File: config.mk
export PLATFORM = sky130hd
export DESIGN_NAME = bcd_button_counter
export DESIGN_NICKNAME = d
export VERILOG_FILES = /design/src/rtl/bcd_button_counter.sv
export SDC_FILE = /design/constraint.sdc
export NUM_CORES = 1
export LEC_CHECK = 0
export ABC_AREA = 1
export CORE_ASPECT_RATIO = 0.8
export CORE_MARGIN = 2
export CORE_UTILIZATION = 58
export CTS_CLUSTER_SIZE = 12
export DETAILED_ROUTE_END_ITERATION = 10
export PLACE_DENSITY = 0.87
export SLEW_MARGIN = 40
export SYNTH_ARGS = -nofsm -noshare
export SYNTH_HDL_FRONTEND = slang
export SYNTH_SLANG_ARGS = --single-unit
File: constraint.sdc
create_clock -name clk -period 3.79 [get_ports clk]
set_input_delay 0.379 -clock clk [delete_from_list [all_inputs] [get_ports clk]]
set_output_delay 0.379 -clock clk [all_outputs]
set_load 0.1 [all_outputs]
File: src/rtl/bcd_button_counter.sv
// Two-digit BCD up/down/clear counter fed by three raw push-buttons.
// Optional auto-repeat on held up/down buttons: define BCD_AUTO_REPEAT_EN.
module bcd_button_counter #(
  parameter int DEBOUNCE     = 50000,
  parameter int REPEAT_DELAY = 25000000,
  parameter int REPEAT_RATE  = 10000000
) (
  input  logic       clk,
  input  logic       rst,
  input  logic       btn_up,
  input  logic       btn_down,
  input  logic       btn_clr,
  output logic [7:0] value,
  output logic       changed
);

  localparam int CW = (DEBOUNCE > 1) ? $clog2(DEBOUNCE) : 1;
  localparam int UP = 0;
  localparam int DN = 1;
  localparam int CL = 2;

  logic [2:0]    raw;
  logic [2:0]    sync1;
  logic [2:0]    sync2;
  logic [2:0]    deb;
  logic [2:0]    deb_d;
  logic [2:0]    step;
  logic [CW-1:0] deb_cnt [3];
  logic [1:0]    rep;
  logic          up_step;
  logic          dn_step;
  logic [7:0]    next_value;
  logic          apply;

  assign raw = {btn_clr, btn_down, btn_up};

  always_ff @(posedge clk or posedge rst) begin
    if (rst) begin
      sync1 <= '0;
      sync2 <= '0;
      deb   <= '0;
      deb_d <= '0;
      step  <= '0;
      for (int i = 0; i < 3; i++) deb_cnt[i] <= '0;
    end else begin
      sync1 <= raw;
      sync2 <= sync1;
      deb_d <= deb;
      step  <= deb & ~deb_d;
      for (int i = 0; i < 3; i++) begin
        if (sync2[i] == deb[i]) begin
          deb_cnt[i] <= '0;
        end else if (deb_cnt[i] == CW'(DEBOUNCE - 1)) begin
          deb[i]     <= sync2[i];
          deb_cnt[i] <= '0;
        end else begin
          deb_cnt[i] <= deb_cnt[i] + 1'b1;
        end
      end
    end
  end

`ifdef BCD_AUTO_REPEAT_EN
  logic [31:0] rep_cnt [2];

  // Counter loads on the press edge so the first repeat lands REPEAT_DELAY after the press step.
  always_ff @(posedge clk or posedge rst) begin
    if (rst) begin
      rep <= '0;
      for (int i = 0; i < 2; i++) rep_cnt[i] <= '0;
    end else begin
      for (int i = 0; i < 2; i++) begin
        rep[i] <= 1'b0;
        if (!deb[i] || (deb[i] && !deb_d[i])) begin
          rep_cnt[i] <= 32'(REPEAT_DELAY - 1);
        end else if (rep_cnt[i] == '0) begin
          rep[i]     <= ~(deb[UP] & deb[DN]);
          rep_cnt[i] <= 32'(REPEAT_RATE - 1);
        end else begin
          rep_cnt[i] <= rep_cnt[i] - 1'b1;
        end
      end
    end
  end
`else
  localparam logic REP_CFG = (REPEAT_DELAY > 0) || (REPEAT_RATE > 0);
  assign rep = {2{REP_CFG & 1'b0}};
`endif

  assign up_step = step[UP] | rep[UP];
  assign dn_step = step[DN] | rep[DN];

  always_comb begin
    next_value = value;
    apply      = 1'b0;
    if (step[CL]) begin
      next_value = 8'h00;
      apply      = 1'b1;
    end else if (up_step && dn_step) begin
      apply = 1'b0;
    end else if (up_step) begin
      apply = 1'b1;
      if (value[3:0] == 4'd9) begin
        next_value[3:0] = 4'd0;
        next_value[7:4] = (value[7:4] == 4'd9) ? 4'd0 : value[7:4] + 4'd1;
      end else begin
        next_value[3:0] = value[3:0] + 4'd1;
      end
    end else if (dn_step) begin
      apply = 1'b1;
      if (value[3:0] == 4'd0) begin
        next_value[3:0] = 4'd9;
        next_value[7:4] = (value[7:4] == 4'd0) ? 4'd9 : value[7:4] - 4'd1;
      end else begin
        next_value[3:0] = value[3:0] - 4'd1;
      end
    end
  end

  always_ff @(posedge clk or posedge rst) begin
    if (rst) begin
      value   <= 8'h00;
      changed <= 1'b0;
    end else begin
      value   <= next_value;
      changed <= apply;
    end
  end

endmodule

==> flow_metrics.env, run 1 <==
export IMPL_report_final_slew_viol_count=0
export IMPL_insertedDiodeCount=0
export IMPL_combined_global_route_utilization_of_all_metal_layers_pct=22.4
export IMPL_final_hold_viol_count=0
export IMPL_run_status="finished, final reports clean"
export IMPL_synth_top_family_by_area="simple AND/OR/NAND/NOR gates"
export IMPL_clock_path_buffers=2
export IMPL_synth_top_area_share_pct=46.0
export IMPL_yosysTopAreaCell="sky130_fd_sc_hd__dfrtp_1"
export IMPL_antenna_violations_before_repair=0
export IMPL_total_leakage_power_nw=1.99
export IMPL_coreArea_mm2=0.00647
export IMPL_cpLargestDelayFamily="flip-flops"
export IMPL_worstSetupEndpointType="output pin"
export IMPL_synthesis_area_mm2=0.00392
export IMPL_netlist_top_cells_count="sky130_fd_sc_hd__nand2_1, sky130_fd_sc_hd__nor2_1, sky130_fd_sc_hd__dfrtp_1"
export IMPL_start_util_pct=60.5
export IMPL_synth_cells=493
export IMPL_post_synth_cell_area_avg_um2=7.95
export IMPL_post_place_setup_slack_ns=2.16
export IMPL_placed_cells_incl_taps=591
export IMPL_setup_slack_ns=2.06
export IMPL_clock_sinks=72
export IMPL_number_of_nets_at_the_end_of_the_flow=536
export IMPL_timing_critical_path_slowest_stage_cell="sky130_fd_sc_hd__dfrtp_1"
export IMPL_min_delay_path_class="input port to async pin"
export IMPL_synth_simple_gate_area_share_pct=33.2
export IMPL_syn_num_nets=511
export IMPL_io_pins=14
export IMPL_synth_enable_flop_cells=0
export IMPL_worstMarginPinSlew_ns=0.486
export IMPL_via_count=3175
export IMPL_placement_io_buffers=13
export IMPL_synth_xor_xnor_area_share_pct=5.33
export IMPL_fp_dieArea_mm2=0.00743
export IMPL_stdcell_area_mm2=0.00432
export IMPL_postRouteAntennaNets=0
export IMPL_post_cts_resize_count=0
export IMPL_worst_path_buf_inv=1
export IMPL_fmaxAchievable_mhz=578
export IMPL_synthToLayoutAreaGrowth_pct=10.2
export IMPL_synth_ff_type="sky130_fd_sc_hd__dfrtp_1"
export IMPL_cts_setup_buffers=0
export IMPL_post_route_drc_count=0
export IMPL_finalCriticalPeriod_ns=1.73
export IMPL_core_rowCount=26
export IMPL_timing_critical_path_slowest_cell_delay_ns=0.51
export IMPL_grt_overflow_total=0
export IMPL_post_route_period_util_pct=45.7
export IMPL_drt_pass1_iter_count=5
export IMPL_dp_final_hpwl_mm=5.45
export IMPL_number_of_synthesized_register_bits=72
export IMPL_crit_required_ns=3.41
export IMPL_multiplexer_area_fraction_after_synthesis_pct=0
export IMPL_clk_pin_slew_ns=0.08
export IMPL_fin_cells=607
export IMPL_ys_types=33
export IMPL_synth_seq_area_share_pct=46.0
export IMPL_post_synth_top_count_cell="sky130_fd_sc_hd__nand2_1"
export IMPL_slew_headroom_pct=67.8
export IMPL_worstSetupStartpointType="flop"
export IMPL_post_drt_via_cell_ratio=5.23
export IMPL_chipWidth_um=95.9
export IMPL_first_global_vias=2983
export IMPL_postSynth_asyncResetShare_pct=100
export IMPL_finalSetupTns_ns=0
export IMPL_globalplace_congestion=0.999
export IMPL_cp_arrival_ns=1.35
export IMPL_warnings_from_yosys=0
export IMPL_clockRootBuffer="sky130_fd_sc_hd__clkbuf_8"
export IMPL_worst_clock_skew_ns=0.00761
export IMPL_total_routed_wirelength_mm=7.49
export IMPL_worstPathMaxFanout=9
export IMPL_cts_hold_fix_buffers=0
export IMPL_power_density_mw_per_mm2=337
export IMPL_grt_setup_unrepaired="no"
export IMPL_clk_latency_ns=0.35
export IMPL_synth_compound_area_share_pct=5.17
export IMPL_setup_viol_count_final=0
export IMPL_grt_pass1_wl_mm=13.0
export IMPL_numCtsBuffers=9
export IMPL_die_y_um=77.5
export IMPL_power_mw=1.45
export IMPL_max_cap_viols=0
export IMPL_crit_path_cell_trace="buf_2"
export IMPL_synth_adder_area_share_pct=4.15
export IMPL_cell_area_placed_mm2=0.00412
export IMPL_final_layout_size_suffix_gt1_share_pct=13.6
export IMPL_synth_top_cells_by_area="sky130_fd_sc_hd__dfrtp_1, sky130_fd_sc_hd__nand2_1, sky130_fd_sc_hd__nor2_1, sky130_fd_sc_hd__inv_1, sky130_fd_sc_hd__nand3_1"
export IMPL_htree_levels=3
export IMPL_filler_cell_count=512
export IMPL_grt_max_degree=33
export IMPL_routed_wire_length_per_instance_um=12.3
export IMPL_vdd_ir_drop_worst_mv=0.294
export IMPL_timing_setup_critical_path_class="flop to output pin"
export IMPL_drt_initial_drc_count=222
export IMPL_cts_tree="yes"
-- sequential cells by signal, summed over array words and instances, names as in the netlist --
| name | cells |
|---|---|
| deb_cnt | 48 |
| value | 8 |
| deb | 3 |
| deb_d | 3 |
| step | 3 |
| sync1 | 3 |
| sync2 | 3 |
| changed | 1 |
-- cell families after synthesis --
family | after synthesis
xor gates and xnor gates | 23
AOI/OAI and AO/OA | 34
adders and majority gates | 13
and+or+nand+nor | 287
DFF | 72
buffers and inverters | 64
-- area by class of cell --
type                            instances  area [um2]  share of cell area [%]
Multi-Input combinational cell        357        1880                    43.4
Sequential cell                        72        1800                    41.7
Inverter                               63         236                    5.48
Clock buffer                           13         159                    3.68
Tap cell                               84         105                    2.43
Timing Repair Buffer                   15         100                    2.32
Clock inverter                          3        40.0                   0.927
-- worst register-to-register path, cell delays in order (launching register included) --
cell	delay (ns)
sky130_fd_sc_hd__dfrtp_1	0.46
sky130_fd_sc_hd__inv_1	0.20
sky130_fd_sc_hd__ha_1	0.23
sky130_fd_sc_hd__nand3_1	0.17
sky130_fd_sc_hd__nand2_1	0.15
sky130_fd_sc_hd__nand3_2	0.12
sky130_fd_sc_hd__inv_2	0.11
sky130_fd_sc_hd__nand3_1	0.07
sky130_fd_sc_hd__o21ai_1	0.09
-- cell usage in the layout, fill, tap and decap left out, drive strengths merged, types with 2 or more instances in the layout --
master / Yosys / layout
clkinv: 1 / 3
clkdlybuf4s50: 0 / 4
nand3b: 2 / 2
o21ai: 10 / 10
clkbuf: 0 / 13
xor2: 18 / 18
nor3b: 2 / 2
nand3: 40 / 40
inv: 62 / 62
a21oi: 16 / 16
dfrtp: 72 / 72
xnor2: 5 / 5
nor2: 109 / 109
buf: 1 / 11
nand4: 8 / 8
nor3: 9 / 9
o21bai: 5 / 5
nand2: 115 / 115
ha: 13 / 13
-- stage by stage --
step,hold WS [ns],util (%)
after floorplan,0.331,-
after global placement,0.334,64.3
after detailed placement,0.335,63.6
after CTS,0.339,66.7
after global routing,0.361,66.7
final,0.335,66.7
-- metal layers --
| layer | up-vias | wire (um) | GRT usage [%] |
|---|---|---|---|
| met2 | 87 | 3480 | 35.9 |
| met3 | 13 | 425 | 7.09 |
| met5 | - | 0 | 0 |
| met1 | 1477 | 3490 | 29.0 |
| met4 | 0 | 95 | 7.00 |
| li1 | 1598 | - | - |
-- path summary, 6_finish.rpt --
kind	startpoint	endpoint	slack [ns]	cells after the start
setup / recovery	value[6]	value[6]	2.06	1
hold / removal	rst	deb_cnt[4]	0.33	2
setup reg to reg	value[0]	value[4]	2.12	8
hold reg to reg	sync1[0]	sync2[0]	0.35	0
max in group asynchronous	rst	deb_cnt[40]	2.72	3
min in group clk	sync1[0]	sync2[0]	0.35	0
-- power breakdown --
group	internal, mW	total [mW]	switching [mW]	leakage (nW)
Sequential	0.779	0.788	0.00880	0.985
Clock	0.338	0.615	0.277	0.103
Combinational	0.0162	0.0518	0.0356	0.904
Total	1.13	1.45	0.321	1.99
Power figures use the tool's default switching activity.
==> run 2, diff against run 1 <==
- clock period: 3.79 -> 1.65 ns (I/O delays scaled with it)
==> run 2 against run 1 <==
Clock power rose to 2.6 times the previous value. Worst hold slack lost 0.085 ns. Critical path depth rose by 7.
==> flow_metrics.env, run 2 (synthesis results as in run 1) <==
export IMPL_total_leakage_power_nw=2.01
export IMPL_multi_input_gate_area_in_the_final_layout_mm2=0.00189
export IMPL_vdd_ir_drop_worst_mv=0.676
export IMPL_flop2flop_setup_slack_ns=0.09
export IMPL_globalplace_congestion=0.923
export IMPL_r2r_end="value[6]"
export IMPL_clockPowerShare_pct=44.8
export IMPL_combined_global_route_utilization_of_all_metal_layers_pct=22.9
export IMPL_htree_levels=3
export IMPL_r2r_start="value[1]"
export IMPL_finalCoreUtilization_pct=69.7
export IMPL_postRouteAntennaNets=0
export IMPL_first_global_vias=2985
export IMPL_flip_flop_count_of_the_largest_register_all_copies_and_words_added=48
export IMPL_cts_tree="yes"
export IMPL_cts_setup_buffers=0
export IMPL_run_status="finished, final reports clean"
export IMPL_io_pins=14
export IMPL_worst_setup_path_endpoint="value[6]"
export IMPL_power_mw=3.50
export IMPL_mostFrequentLayoutCell="sky130_fd_sc_hd__nand2_1"
export IMPL_post_route_period_util_pct=94.6
export IMPL_drt_pass1_iter_count=5
export IMPL_finalCriticalPeriod_ns=1.56
export IMPL_die_y_um=77.5
export IMPL_report_final_slew_viol_count=0
export IMPL_filler_cell_count=497
export IMPL_share_of_power_burned_in_registers_pct=51.7
export IMPL_dp_final_hpwl_mm=5.43
export IMPL_start_util_pct=60.5
export IMPL_worstSetupStartpointType="flop"
export IMPL_clock_sinks=72
export IMPL_slew_headroom_pct=72.3
export IMPL_timing_critical_path_slowest_cell_delay_ns=0.52
export IMPL_core_rowCount=26
export IMPL_timing_critical_path_slowest_stage_cell="sky130_fd_sc_hd__dfrtp_4"
export IMPL_routed_wire_length_per_instance_um=12.7
export IMPL_clk_pin_slew_ns=0.09
export IMPL_crit_path_cell_trace="inv_2, ha_2, nand3_2, nand2_2, nand3_2, inv_2, nand2_1, o21ai_1"
export IMPL_power_internal_mw=2.69
export IMPL_worst_setup_path_startpoint="value[1]"
export IMPL_timing_setup_critical_path_class="flop to flop"
export IMPL_fp_dieArea_mm2=0.00743
export IMPL_crit_required_ns=1.92
export IMPL_worstRegToRegCells=8
export IMPL_final_seq_area_mm2=0.00182
export IMPL_coreArea_mm2=0.00647
export IMPL_largestRegisters="deb_cnt x48, value x8"
export IMPL_number_of_nets_at_the_end_of_the_flow=536
export IMPL_commonest_cells_after_routing_fill_and_taps_aside="sky130_fd_sc_hd__nand2_1, sky130_fd_sc_hd__nor2_1, sky130_fd_sc_hd__dfrtp_1"
export IMPL_fmaxAchievable_mhz=640
export IMPL_worstMarginPinSlew_ns=0.414
export IMPL_numCtsBuffers=9
export IMPL_power_combinational_fraction_pct=3.5
export IMPL_via_count=3216
export IMPL_setup_viol_count_final=0
export IMPL_grt_overflow_total=0
export IMPL_clk_latency_ns=0.35
export IMPL_post_route_drc_count=0
export IMPL_worstSetupEndpointType="flop"
export IMPL_max_flop_register="deb_cnt"
export IMPL_post_drt_via_cell_ratio=5.30
export IMPL_swShare_pct=23.0
export IMPL_antenna_violations_before_repair=0
export IMPL_total_routed_wirelength_mm=7.71
export IMPL_synthToLayoutAreaGrowth_pct=15.1
export IMPL_final_hold_viol_count=0
export IMPL_clock_path_buffers=2
export IMPL_total_switching_power_mw=0.806
export IMPL_drt_initial_drc_count=197
export IMPL_placement_io_buffers=13
export IMPL_cts_hold_fix_buffers=0
export IMPL_max_cap_viols=0
export IMPL_min_delay_path_class="input port to async pin"
export IMPL_worstPathMaxFanout=6
export IMPL_insertedDiodeCount=0
export IMPL_worst_clock_skew_ns=0.0118
export IMPL_power_density_mw_per_mm2=776
export IMPL_final_layout_size_suffix_gt1_share_pct=16.3
export IMPL_chipWidth_um=95.9
export IMPL_grt_pass1_wl_mm=13.3
export IMPL_grt_max_degree=73
export IMPL_cp_arrival_ns=1.83
export IMPL_clockRootBuffer="sky130_fd_sc_hd__clkbuf_8"
## run 2: cell count changes in the layout (fill, tap and decap cells not counted), moves of 3 or more
cell	delta
sky130_fd_sc_hd__dfrtp_1	-8
sky130_fd_sc_hd__buf_12	+9
sky130_fd_sc_hd__dfrtp_2	+5
sky130_fd_sc_hd__buf_2	-9
sky130_fd_sc_hd__dfrtp_4	+3
## run 2: per-stage QoR
stage	setup TNS, ns	instance area [um2]	hold WS, ns	worst slack, ns	cells
finish	0	4510	0.249	0.0886	607
floorplan	0	3940	0.196	0.0363	493
CTS	0	4500	0.235	0.0412	607
global placement	0	4280	0.337	0.155	591
detailed placement	-0.00810	4280	0.344	-0.00810	591
global route	-0.000207	4510	0.243	-0.000207	607
## run 2: power by group through the flow
| stage | Clock (mW) | Sequential (mW) | Combinational (mW) |
|---|---|---|---|
| 2_1_floorplan | 0 | 1.84 | 0.0850 |
| 3_3_place_gp | 0 | 1.84 | 0.121 |
| 3_5_place_dp | 0 | 1.85 | 0.126 |
| 4_1_cts | 1.61 | 1.81 | 0.127 |
| 5_1_grt | 1.67 | 1.81 | 0.142 |
| 6_report | 1.57 | 1.81 | 0.123 |
## run 2: how the worst min path moves through the flow
stage,depth (start not counted),end,slack [ns]
2_1_floorplan,0,sync1[0],0.20
3_3_place_gp,0,sync2[1],0.34
3_5_place_dp,0,sync2[1],0.34
4_1_cts,1,sync1[1],0.24
5_1_grt,1,sync1[1],0.24
6_report,3,value[6],0.25
## run 2: what timing repair did
item | CTS | global route
endpoints found under the setup margin | 3 | 4
gates resized for setup | 1 | 3
pin swaps | 0 | 0
hold endpoints to repair | 0 | 0
## run 2: critical path: cells and delay by family, from the launching register on
kind	cells	cell delay [ns]
buffers and inverters	2	0.25
adders and majority gates	1	0.23
DFF	1	0.52
AOI/OAI and AO/OA	1	0.09
and+or+nand+nor	4	0.40
## run 2: layout make-up
type	instances	share of cell area [%]
Tap cell	84	2.33
Clock inverter	7	2.27
Multi-Input combinational cell	357	41.8
Sequential cell	72	40.3
Clock buffer	9	2.75
Inverter	63	5.32
Timing Repair Buffer	15	5.21
## run 2: routing by layer
metal	global-route usage (%)	wire (um)
met3	6.50	408
met5	0	0
met2	35.7	3610
met1	31.3	3620
met4	6.57	74
==> run 3, diff against run 2 <==
- CTS_BUF_LIST: default -> sky130_fd_sc_hd__clkbuf_16
- SLEW_MARGIN: 40 -> 20
- clock period: 1.65 -> 1.7 ns (I/O delays scaled with it)
==> run 3 against run 2 <==
Fmax fell by 2.5%. Sequential cell count did not move. Register-to-register slack barely moved. Clock power rose by 20%. Worst setup slack improved by 0.0094 ns. Global-route usage rose by 1.5 points. Critical path type unchanged. Largest power group is now clock.
==> flow_metrics.env, run 3 (synthesis results as in run 1) <==
export IMPL_fmaxAchievable_mhz=624
export IMPL_min_delay_path_class="input port to async pin"
export IMPL_largestRegisters="deb_cnt x48, value x8"
export IMPL_cell_area_placed_mm2=0.00430
export IMPL_clk_pin_slew_ns=0.06
export IMPL_synthToLayoutAreaGrowth_pct=17.3
export IMPL_grt_setup_unrepaired="no"
export IMPL_fp_dieArea_mm2=0.00743
export IMPL_grt_overflow_total=0
export IMPL_max_flop_register="deb_cnt"
export IMPL_globalplace_congestion=0.887
export IMPL_numCtsBuffers=9
export IMPL_final_layout_size_suffix_gt1_share_pct=16.2
export IMPL_report_final_slew_viol_count=0
export IMPL_start_util_pct=60.5
export IMPL_cp_arrival_ns=1.86
export IMPL_post_drt_via_cell_ratio=5.29
export IMPL_clk_latency_ns=0.34
export IMPL_antenna_violations_before_repair=0
export IMPL_post_route_drc_count=0
export IMPL_worst_setup_path_startpoint="value[0]"
export IMPL_finalCriticalPeriod_ns=1.60
export IMPL_mostFrequentLayoutCell="sky130_fd_sc_hd__nand2_1"
export IMPL_max_cap_viols=0
export IMPL_number_of_nets_at_the_end_of_the_flow=538
export IMPL_fin_cells=609
export IMPL_total_routed_wirelength_mm=8.15
export IMPL_core_rowCount=26
export IMPL_commonest_cells_after_routing_fill_and_taps_aside="sky130_fd_sc_hd__nand2_1, sky130_fd_sc_hd__nor2_1, sky130_fd_sc_hd__dfrtp_1"
export IMPL_setup_viol_count_final=0
export IMPL_worst_clock_skew_ns=0.00454
export IMPL_clockRootBuffer="sky130_fd_sc_hd__clkbuf_16"
export IMPL_placement_io_buffers=13
export IMPL_postRouteAntennaNets=0
export IMPL_worstPathMaxFanout=6
export IMPL_post_route_period_util_pct=94.2
export IMPL_insertedDiodeCount=0
export IMPL_combined_global_route_utilization_of_all_metal_layers_pct=24.4
export IMPL_power_density_mw_per_mm2=820
export IMPL_routed_wire_length_per_instance_um=13.4
export IMPL_first_global_vias=3223
export IMPL_total_leakage_power_nw=2.05
export IMPL_chipWidth_um=95.9
export IMPL_final_hold_worst_slack_ns=0.197
export IMPL_clock_sinks=72
export IMPL_dp_final_hpwl_mm=5.79
export IMPL_clock_path_buffers=2
export IMPL_placed_cells_incl_taps=593
export IMPL_run_status="finished, final reports clean"
export IMPL_worstMarginPinSlew_ns=0.451
export IMPL_stdcell_area_mm2=0.00460
export IMPL_finalCoreUtilization_pct=71.0
export IMPL_timing_setup_critical_path_class="flop to flop"
export IMPL_coreArea_mm2=0.00647
export IMPL_worstSetupStartpointType="flop"
export IMPL_die_y_um=77.5
export IMPL_drt_pass1_iter_count=6
export IMPL_worstSetupEndpointType="flop"
export IMPL_grt_pass1_wl_mm=14.1
export IMPL_r2r_start="value[0]"
export IMPL_htree_levels=3
export IMPL_vdd_ir_drop_worst_mv=0.675
export IMPL_io_pins=14
export IMPL_finalSetupTns_ns=0
export IMPL_cts_tree="yes"
export IMPL_cts_setup_buffers=0
export IMPL_drt_initial_drc_count=165
export IMPL_slew_headroom_pct=69.9
export IMPL_final_hold_viol_count=0
export IMPL_flip_flop_count_of_the_largest_register_all_copies_and_words_added=48
export IMPL_via_count=3224
export IMPL_crit_required_ns=1.96
export IMPL_grt_max_degree=27
-- run 3: per-layer routing --
| layer | part of all wire, % | GRT usage, % |
|---|---|---|
| met5 | 0 | 0 |
| met4 | 1.1 | 5.71 |
| met3 | 4.5 | 8.45 |
| met1 | 45 | 29.8 |
| met2 | 49 | 41.5 |
-- run 3: power by group --
part	total [mW]	leakage (nW)	switching, mW	internal (mW)
Sequential	1.76	0.971	0.0206	1.74
Combinational	0.131	0.940	0.0852	0.0455
Clock	1.88	0.138	0.746	1.13
-- run 3: final timing paths --
path | end | slack, ns | cells past startpoint
worst max register to register | value[4] | 0.1 | 8
min in group clk | sync1[0] | 0.27 | 1
max in group asynchronous | value[0] | 1.01 | 3
worst min register to register | sync2[0] | 0.35 | 0
worst min-delay path | deb_cnt[36] | 0.20 | 2
worst max-delay path | value[4] | 0.1 | 8
-- run 3: area by class of cell --
type,count,area [um2]
fill,481,1880
inverter,63,240
clock inverter,7,71.3
multi-input combinational,357,1880
sequential,72,1820
timing repair buffer,17,263
clock buffer,9,225
tap,84,105
-- run 3: timing repair --
item                       4_1_cts  5_1_grt
hold buffers                     0        0
setup endpoints to repair        0        4
gates resized for setup          0        2
-- run 3: critical path, cell delays in order (launching register included) --
cell                      delay [ns]
sky130_fd_sc_hd__dfrtp_4        0.52
sky130_fd_sc_hd__inv_2          0.12
sky130_fd_sc_hd__ha_1           0.21
sky130_fd_sc_hd__nand3_1        0.16
sky130_fd_sc_hd__nand2_1        0.13
sky130_fd_sc_hd__nand3_2        0.11
sky130_fd_sc_hd__inv_2          0.11
sky130_fd_sc_hd__nand3_1        0.08
sky130_fd_sc_hd__o21ai_1        0.08
-- run 3: metrics by stage --
stage | setup slack (ns) | power [mW]
floorplan | 0.0348 | 1.87
global placement | 0.203 | 1.91
detailed placement | 0.0891 | 1.92
CTS | 0.0567 | 3.78
global route | 0.000361 | 3.89
finish | 0.0979 | 3.77
